## config.mk

```make
export PLATFORM = sky130hd
export DESIGN_NAME = mult_share_arb
export DESIGN_NICKNAME = d
export VERILOG_FILES = /design/src/rtl/mult_arb_pkg.sv /design/src/rtl/mult_16_16_top.sv /design/src/rtl/rr_arbiter.sv /design/src/rtl/mult_share_arb.sv
export SDC_FILE = /design/constraint.sdc
export NUM_CORES = 1
export LEC_CHECK = 0
export CORE_MARGIN = 3
export CORE_UTILIZATION = 58
export DETAILED_ROUTE_END_ITERATION = 16
export PLACE_DENSITY_LB_ADDON = 0.25
export SYNTH_ARGS = -nofsm -noshare
export SYNTH_HDL_FRONTEND = slang
export SYNTH_SLANG_ARGS = --single-unit
export TNS_END_PERCENT = 10
```

## constraint.sdc

```tcl
create_clock -name sys_clk -period 7 [get_ports sys_clk]
set_input_delay 1.4 -clock sys_clk [delete_from_list [all_inputs] [get_ports sys_clk]]
set_output_delay 1.4 -clock sys_clk [all_outputs]
set_load 0.005 [all_outputs]
```

## src/rtl/mult_arb_pkg.sv

```systemverilog
// rtl/mult_arb_pkg.sv - shared widths, defaults and pipeline records for mult_share_arb
package mult_arb_pkg;

    localparam int OPW      = 16;
    localparam int PRODW    = 32;
    localparam int NREQ_DEF = 4;
    localparam int IDW_DEF  = 2;
    localparam int IDMAXW   = 3;   // enough for up to 8 requesters

    typedef struct packed {
        logic                    v;
        logic [IDMAXW-1:0]       id;
        logic signed [OPW-1:0]   a;
        logic signed [OPW-1:0]   b;
    } s1_t;

    typedef struct packed {
        logic                    v;
        logic [IDMAXW-1:0]       id;
        logic signed [PRODW-1:0] prod;
    } s2_t;

endpackage

```

## src/rtl/mult_16_16_top.sv

```systemverilog
// rtl/mult_16_16_top.sv - combinational 16x16 signed multiplier, exact 32-bit product
module mult_16_16_top
    import mult_arb_pkg::*;
(
    input  logic signed [OPW-1:0]   a_i,
    input  logic signed [OPW-1:0]   b_i,
    output logic signed [PRODW-1:0] prod_o
);

    assign prod_o = a_i * b_i;

endmodule

```

## src/rtl/rr_arbiter.sv

```systemverilog
// rtl/rr_arbiter.sv - one-hot grant arbiter; round-robin when MULT_ARB_RR_EN is defined, else fixed priority
module rr_arbiter
    import mult_arb_pkg::*;
#(
    parameter int  NREQ = NREQ_DEF,
    localparam int IW   = $clog2(NREQ)
) (
`ifdef MULT_ARB_RR_EN
    input  logic            clk_i,
    input  logic            rst_i,
`endif
    input  logic [NREQ-1:0] req_i,
    input  logic            enable_i,
    output logic [NREQ-1:0] grant_o,
    output logic [IW-1:0]   idx_o
);

`ifdef MULT_ARB_RR_EN
    logic [IW-1:0] ptr_q, ptr_d;
    logic [IW-1:0] cand;
    logic          found;
    int            c;

    // Search starts at ptr and wraps; the first requester found wins.
    always_comb begin
        grant_o = '0;
        idx_o   = '0;
        found   = 1'b0;
        cand    = '0;
        c       = 0;
        for (int k = 0; k < NREQ; k++) begin
            c = int'(ptr_q) + k;
            if (c >= NREQ) c = c - NREQ;
            cand = IW'(c);
            if (enable_i && !found && req_i[cand]) begin
                found         = 1'b1;
                grant_o[cand] = 1'b1;
                idx_o         = cand;
            end
        end
        ptr_d = ptr_q;
        if (found) ptr_d = (idx_o == IW'(NREQ-1)) ? '0 : idx_o + IW'(1);
    end

    always_ff @(posedge clk_i) begin
        if (rst_i) ptr_q <= '0;
        else       ptr_q <= ptr_d;
    end
`else
    // Descending scan so the lowest requesting index is the last writer.
    always_comb begin
        grant_o = '0;
        idx_o   = '0;
        if (enable_i) begin
            for (int k = NREQ-1; k >= 0; k--) begin
                if (req_i[IW'(k)]) begin
                    grant_o = NREQ'(1) << k;
                    idx_o   = IW'(k);
                end
            end
        end
    end
`endif

endmodule

```

## src/rtl/mult_share_arb.sv

```systemverilog
// rtl/mult_share_arb.sv - NREQ-way valid/ready arbiter sharing one 16x16 signed multiplier (MULT_ARB_RR_EN selects round-robin)
module mult_share_arb
    import mult_arb_pkg::*;
#(
    parameter int NREQ = NREQ_DEF,
    parameter int IDW  = IDW_DEF
) (
    input  logic                sys_clk,
    input  logic                sys_rst,
    input  logic [NREQ-1:0]     req_valid,
    output logic [NREQ-1:0]     req_ready,
    input  logic [OPW*NREQ-1:0] req_a,
    input  logic [OPW*NREQ-1:0] req_b,
    output logic                rsp_valid,
    input  logic                rsp_ready,
    output logic [IDW-1:0]      rsp_id,
    output logic [PRODW-1:0]    rsp_prod
);

    localparam int IW = $clog2(NREQ);

    s1_t                     s1_q, s1_d;
    s2_t                     s2_q, s2_d;
    logic                    adv1, adv2;
    logic [NREQ-1:0]         grant;
    logic [IW-1:0]           gidx;
    logic signed [PRODW-1:0] prod;

    // A stage may take new data when it is empty or its downstream moves.
    assign adv2 = !s2_q.v || rsp_ready;
    assign adv1 = !s1_q.v || adv2;

    rr_arbiter #(.NREQ(NREQ)) u_arb (
`ifdef MULT_ARB_RR_EN
        .clk_i    (sys_clk),
        .rst_i    (sys_rst),
`endif
        .req_i    (req_valid),
        .enable_i (adv1),
        .grant_o  (grant),
        .idx_o    (gidx)
    );

    mult_16_16_top u_mult (
        .a_i    (s1_q.a),
        .b_i    (s1_q.b),
        .prod_o (prod)
    );

    always_comb begin
        s1_d = s1_q;
        if (adv1) begin
            s1_d.v = |grant;
            if (|grant) begin
                s1_d.id = IDMAXW'(gidx);
                s1_d.a  = req_a[gidx*OPW +: OPW];
                s1_d.b  = req_b[gidx*OPW +: OPW];
            end
        end
        s2_d = s2_q;
        if (adv2) begin
            s2_d.v    = s1_q.v;
            s2_d.id   = s1_q.id;
            s2_d.prod = prod;
        end
    end

    always_ff @(posedge sys_clk) begin
        if (sys_rst) begin
            s1_q <= '0;
            s2_q <= '0;
        end else begin
            s1_q <= s1_d;
            s2_q <= s2_d;
        end
    end

    assign req_ready = grant;
    assign rsp_valid = s2_q.v;
    assign rsp_id    = IDW'(s2_q.id);
    assign rsp_prod  = s2_q.prod;

endmodule

```

# == Word level (Yosys, flattened, before mapping) ==
# Cells that the tools add are included.
# totals
elab_cells,22
out_inout_bits,39
reg_bits,70
inputBits,135
# classes
muxes,6
shifts,2
multipliers,1
reduce_logical,6
# op_table
cell,n
64-bit by 7-bit indexed part select with 16-bit output,2
16-bit by 16-bit multiplier with 32-bit output,1
4-bit two-way mux,3
2-bit two-way mux,3
4-bit OR reduction,1
1-bit logical NOT,2
1-bit logical OR,2
2-bit AND reduction,1

# == Logic depth before layout (Yosys ltp) ==
# logic_depth
ltp_word,6
depth_mapped,25
depth_no_buf,23

# == By module ==
# A second synthesis with hierarchy kept.
# hier_totals
cells_unflattened,1448
area_unflattened_um2,13515.5
# by_module_without_submodules
mod,area_each_um2,seq_area_each_um2,cells_per_inst,instances
mult_16_16_top,9854.5,0.0,1088,1
mult_share_arb,3608.5,1401.3,353,1
rr_arbiter,52.6,0.0,7,1

# == Least setup slack after synthesis ==
# No wires, ideal clock.
# synth_timing
path_kind,reg-to-reg
startpoint,register s1_q[31] (netlist name)
endpoint,register s2_q (netlist bit rsp_prod[31])
required_ps,6883
setup_slack_ps,747
setup_time_ps,117
arrival_ps,6136
path_buffers,2
period_less_slack_ps,6253
stages_incl_launch_ff,22
path_cell_list,dfxtp_1 -> clkbuf_1 -> clkbuf_1 -> nand2_1 -> inv_1 -> fa_1 -> fa_1 -> fa_1 -> fa_1 -> fa_1 -> inv_1 -> fa_1 -> inv_1 -> ha_1 -> and3_4 -> a31o_4 -> a2111oi_4 -> o211ai_1 -> a41o_1 -> a31oi_1 -> xnor2_1 -> a22o_1
# synth_via
elab_chain_cells,1
# synth_lines
element,line_no,text
from (decl),mult_share_arb.sv:22,"s1_t s1_q, s1_d;"
from (signal assigned),mult_share_arb.sv:70,s1_q <= '0;
from (signal assigned),mult_share_arb.sv:73,s1_q <= s1_d;
16-bit by 16-bit multiplier with 32-bit output,mult_16_16_top.sv:10,assign prod_o = a_i * b_i;
to (signal assigned),mult_share_arb.sv:71,s2_q <= '0;
to (signal assigned),mult_share_arb.sv:74,s2_q <= s2_d;
to (decl),mult_share_arb.sv:23,"s2_t s2_q, s2_d;"
# Every way passes these cells.
# A chain may end at the register's enable or synchronous reset.

# == Worst setup path after layout ==
# Same ends and word-level chain as after synthesis.

==> metrics.md <==
| Metric | Value |
|---|---|
| Status | `finished, final reports clean` |
| Hold Path Cell Cnt | `2` |
| Area Overhead vs Synth | `12.9%` |
| TritonRoute pass-1 iters | `8` |
| Average via count per standard cell | `5.39` |
| Pleak | `7.04 nW` |
| Initial Utilization | `0.595` |
| CTS Buf Count | `9` |
| Dpl cells | `1745` |
| Mapped Cells | `1404` |
| Clock slew at reported path FFs | `70 ps` |
| Max Freq | `0.153 GHz` |
| Max Clock Skew | `between 10 and 15 ps` |
| Reg2Reg Setup Slack | `480 ps` |
| Root buf cell | `clkbuf_16` |
| Via Count | `9500` |
| Area of the multi-input gates | `9830 um2` |
| First-pass GRT wire length | `51.6 mm` |
| Overflow after GRT | `0` |
| Unrepaired setup endpoints after global routing | `false` |
| Worst R2R End | `rsp_prod[31]$_SDFFE_PP0P_` |
| CTS sink count | `68` |
| Most used cell, CP | `fa_1` |
| Seq pwr share | `0.142` |
| Post-CTS sizing | `0` |
| Setup-failing EPs final | `0` |
| Hold endpoint | `rsp_prod[4]$_SDFFE_PP0P_` |
| Avg Inst Size Synth | `approximately 9 um2` |
| FF-to-FF Start | `s1_q[31]$_SDFFE_PP0P_` |
| Core area | `between 20000 and 25000 um2` |
| Core Rows | `between 50 and 60` |
| Max VDD drop | `0.000217 V` |
| Routed WL | `between 30 and 40 mm` |
| Worst path depth | `20` |
| Postcts setup bufs | `0` |
| WP data arrival | `6750 ps` |
| Sw power | `2.03 mW` |
| Worst Tran Pin Value | `1230 ps` |
| Rel. slew slack | `0.179` |
| Hold_sp | `rsp_prod[4]$_SDFFE_PP0P_` |
| CTS tree | `yes` |
| Height of the die | `154 um` |
| Area contributors post-synth | `fa_1, dfxtp_1, inv_1` |
| Synth Flop Type | `dfxtp_1` |
| Setup tns final | `0 ps` |
| Number of global-route vias before repair | `10300` |
| Min Tclk post-route | `between 6000 and 7000 ps` |
| Pins over their slew limit | `0` |
| Sw Share | `0.488` |
| Yosys cell types | `56` |
| ANT cells | `0` |
| Slowest stage cell on the critical path | `fa_1` |
| CP cell instances | `buf_4, nand2_1, fa_1, inv_1, fa_1, fa_1, fa_1, fa_1, inv_1, fa_1, inv_1, ha_1, and3_4, a31o_4, a2111oi_4, o211ai_1, a41o_1, a31oi_1, xnor2_1, a22o_1` |
| Data required time of the critical path | `slightly above 7000 ps` |
| Synthesized area | `approximately 13000 um2` |
| Seq cells post-synth | `68` |
| Initial antenna violation count | `0` |
| Final Non-Filler Cells | `1761` |
| Maximum buffer depth of the clock tree | `2` |
| Gpl congestion | `between 0.8 and 0.9` |
| PortBufs | `104` |
| # fillers | `1730` |
| Synth async-reset ratio | `0` |
| Yosys top cell by area | `fa_1` |
| Startpoint Class | `flip-flop` |
| Tot GR Track Use | `0.271` |
| Area fraction of the dominant cell type after synthesis | `0.415` |
| Clk network pwr share | `0.113` |
| CP top delay family | `adder cells` |
| Cell Pwr Density | `around 290 nW/um2` |
| Fin util | `0.672` |
| Fin. Hold Viols | `0` |
| Bufs and invs on worst path | `4` |
| Worst-skew pair later-pin latency | `340 ps` |
| Max incr delay on CP | `800 ps` |
| Post-route clock period utilization | `0.932` |
| Crit Path Class | `reg2reg` |
| Largest net degree at the start of global routing | `71` |
| Antenna viol nets, final | `0` |
| CTS Hold Bufs | `0` |
| R2R depth | `20` |
| CP max FO | `10` |
| DIE AREA | `~24000 um2` |
| Ys Warns | `0` |
| Combinational share of power | `0.745` |
| Iter 0 DRT Violations | `500` |
| EDFF count, synth | `0` |
| H-tree depth | `3` |
| Die W | `154 um` |
| DP Wirelength | `25.2 mm` |
| Register area share after synthesis | `0.108` |
| Hold crit path type | `reg2reg` |
| Max_cap viols | `0` |
| Avg WL per Cell | `17.4 um` |
| Detailed-route DRC error count | `0` |
| Internal power contribution | `2.13 mW` |
| I/O pin total | `between 150 and 200` |
| Reg area | `about 1400 um2` |
| Worst Setup End Kind | `flip-flop` |
| Nets@finish | `1960` |
| Share of post-route cells with drive strength above 1 | `0.0424` |
[flip-flops by register name (all words and copies together) (netlist names)]
register   cells
s1_q          34
rsp_id         1
rsp_prod      32
rsp_valid      1
[logic make-up (layout without fill, tap and decap cells)]
logic type / Yosys count / in the layout / synth area share
AO/OA/AOI/OAI: 145 / 145 / 0.0802
XOR/XNOR: 33 / 33 / 0.0229
adder cells (fa/ha/maj): 344 / 344 / 0.496
buffers and inverters: 386 / 466 / 0.116
flip-flops: 68 / 68 / 0.108
multiplexers: 32 / 32 / 0.0254
other: 1 / 3 / 0.000297
AND/OR/NAND/NOR: 395 / 395 / 0.151
[synth_stat cells (all sizes together) (2+ instances only)]
library cell  instances
a211oi               38
a21o                  9
a21oi                53
a22o                  4
a31oi                 3
and2                123
and3                  2
and4                  2
buf                   9
clkbuf               58
dfxtp                68
fa                  262
ha                   82
inv                 319
mux2i                32
nand2               176
nand2b                8
nand3                 5
nand3b                3
nor2                 54
nor2b                 3
nor3                 11
o211ai                4
o21a                  2
o21ai                13
o21bai               10
or3                   3
xnor2                25
xor2                  8
[layout make-up]
| type | count | share of cell area |
|---|---|---|
| tap | 275 | 0.0241 |
| timing repair buffer | 131 | 0.0869 |
| inverter | 319 | 0.0840 |
| sequential | 68 | 0.0954 |
| clock buffer | 10 | 0.0161 |
| multi-input combinational | 952 | 0.689 |
| clock inverter | 6 | 0.00447 |
[worst register-to-register path: stages (launching register included)]
cell and delay (ps):
dfxtp_1 510, buf_4 250, nand2_1 90, fa_1 540, inv_1 70, fa_1 800, fa_1 530, fa_1 500
fa_1 500, inv_1 50, fa_1 480, inv_1 40, ha_1 350, and3_4 230, a31o_4 260, a2111oi_4 270
o211ai_1 180, a41o_1 290, a31oi_1 210, xnor2_1 100, a22o_1 180
[per-stage QoR]
step / worst slack (ps) / power, mW / hold slack [ps] / instance area [um2]
floorplan: 747 / 2.80 / 436 / 12600
detailed placement: 514 / 3.65 / 443 / 14000
finish: 476 / 4.17 / 450 / 14300
global placement: 564 / 3.62 / 440 / 14000
global route: 116 / 4.59 / 475 / 14300
CTS: 447 / 4.17 / 452 / 14300
[worst max-delay path by stage]
| stage | start | to | slack (ps) |
|---|---|---|---|
| 2_1_floorplan | s1_q[31]$_SDFFE_PP0P_ | rsp_prod[31]$_SDFFE_PP0P_ | 750 |
| 3_3_place_gp | s1_q[31]$_SDFFE_PP0P_ | rsp_prod[31]$_SDFFE_PP0P_ | 560 |
| 3_5_place_dp | s1_q[31]$_SDFFE_PP0P_ | rsp_prod[31]$_SDFFE_PP0P_ | 510 |
| 4_1_cts | s1_q[31]$_SDFFE_PP0P_ | rsp_prod[31]$_SDFFE_PP0P_ | 450 |
| 5_1_grt | s1_q[26]$_SDFFE_PP0P_ | rsp_prod[24]$_SDFFE_PP0P_ | 120 |
| 6_report | s1_q[31]$_SDFFE_PP0P_ | rsp_prod[31]$_SDFFE_PP0P_ | 480 |
[power groups by stage]
stage | sequential (mW) | clock (mW) | combinational, mW
final | 0.591 | 0.470 | 3.10
after global routing | 0.598 | 0.490 | 3.50
after CTS | 0.587 | 0.475 | 3.11
after detailed placement | 0.593 | 0 | 3.06
after global placement | 0.591 | 0 | 3.02
after floorplan | 0.536 | 0 | 2.27
[layer usage]
layer,vias to the layer above,routed length [um],GRT usage
met2,315,14800,0.446
met1,4769,13000,0.365
met5,-,0,0
li1,4365,-,-
met3,51,2200,0.0630
met4,0,776,0.0765
[cell usage in the layout (no fill, tap or decap), types with 4 or more instances in the layout]
cell             synthesis  layout
o21ai_1                  7       7
nor3_1                  10      10
nand3_1                  5       5
xor2_1                   8       8
nor2_1                  54      54
o21ai_0                  6       6
a21oi_1                 52      51
mux2i_1                 32      32
clkdlybuf4s50_1          0     103
nand2b_1                 8       8
a22o_1                   4       4
clkbuf_16                0       9
buf_4                    3      27
xnor2_1                 25      25
inv_1                  319     319
nand2_1                176     176
o21bai_1                10      10
ha_1                    82      82
a211oi_1                36      36
a21o_1                   8       8
fa_1                   262     262
dfxtp_1                 68      68
and2_1                 123     123
(Power assumes the default switching activity.)
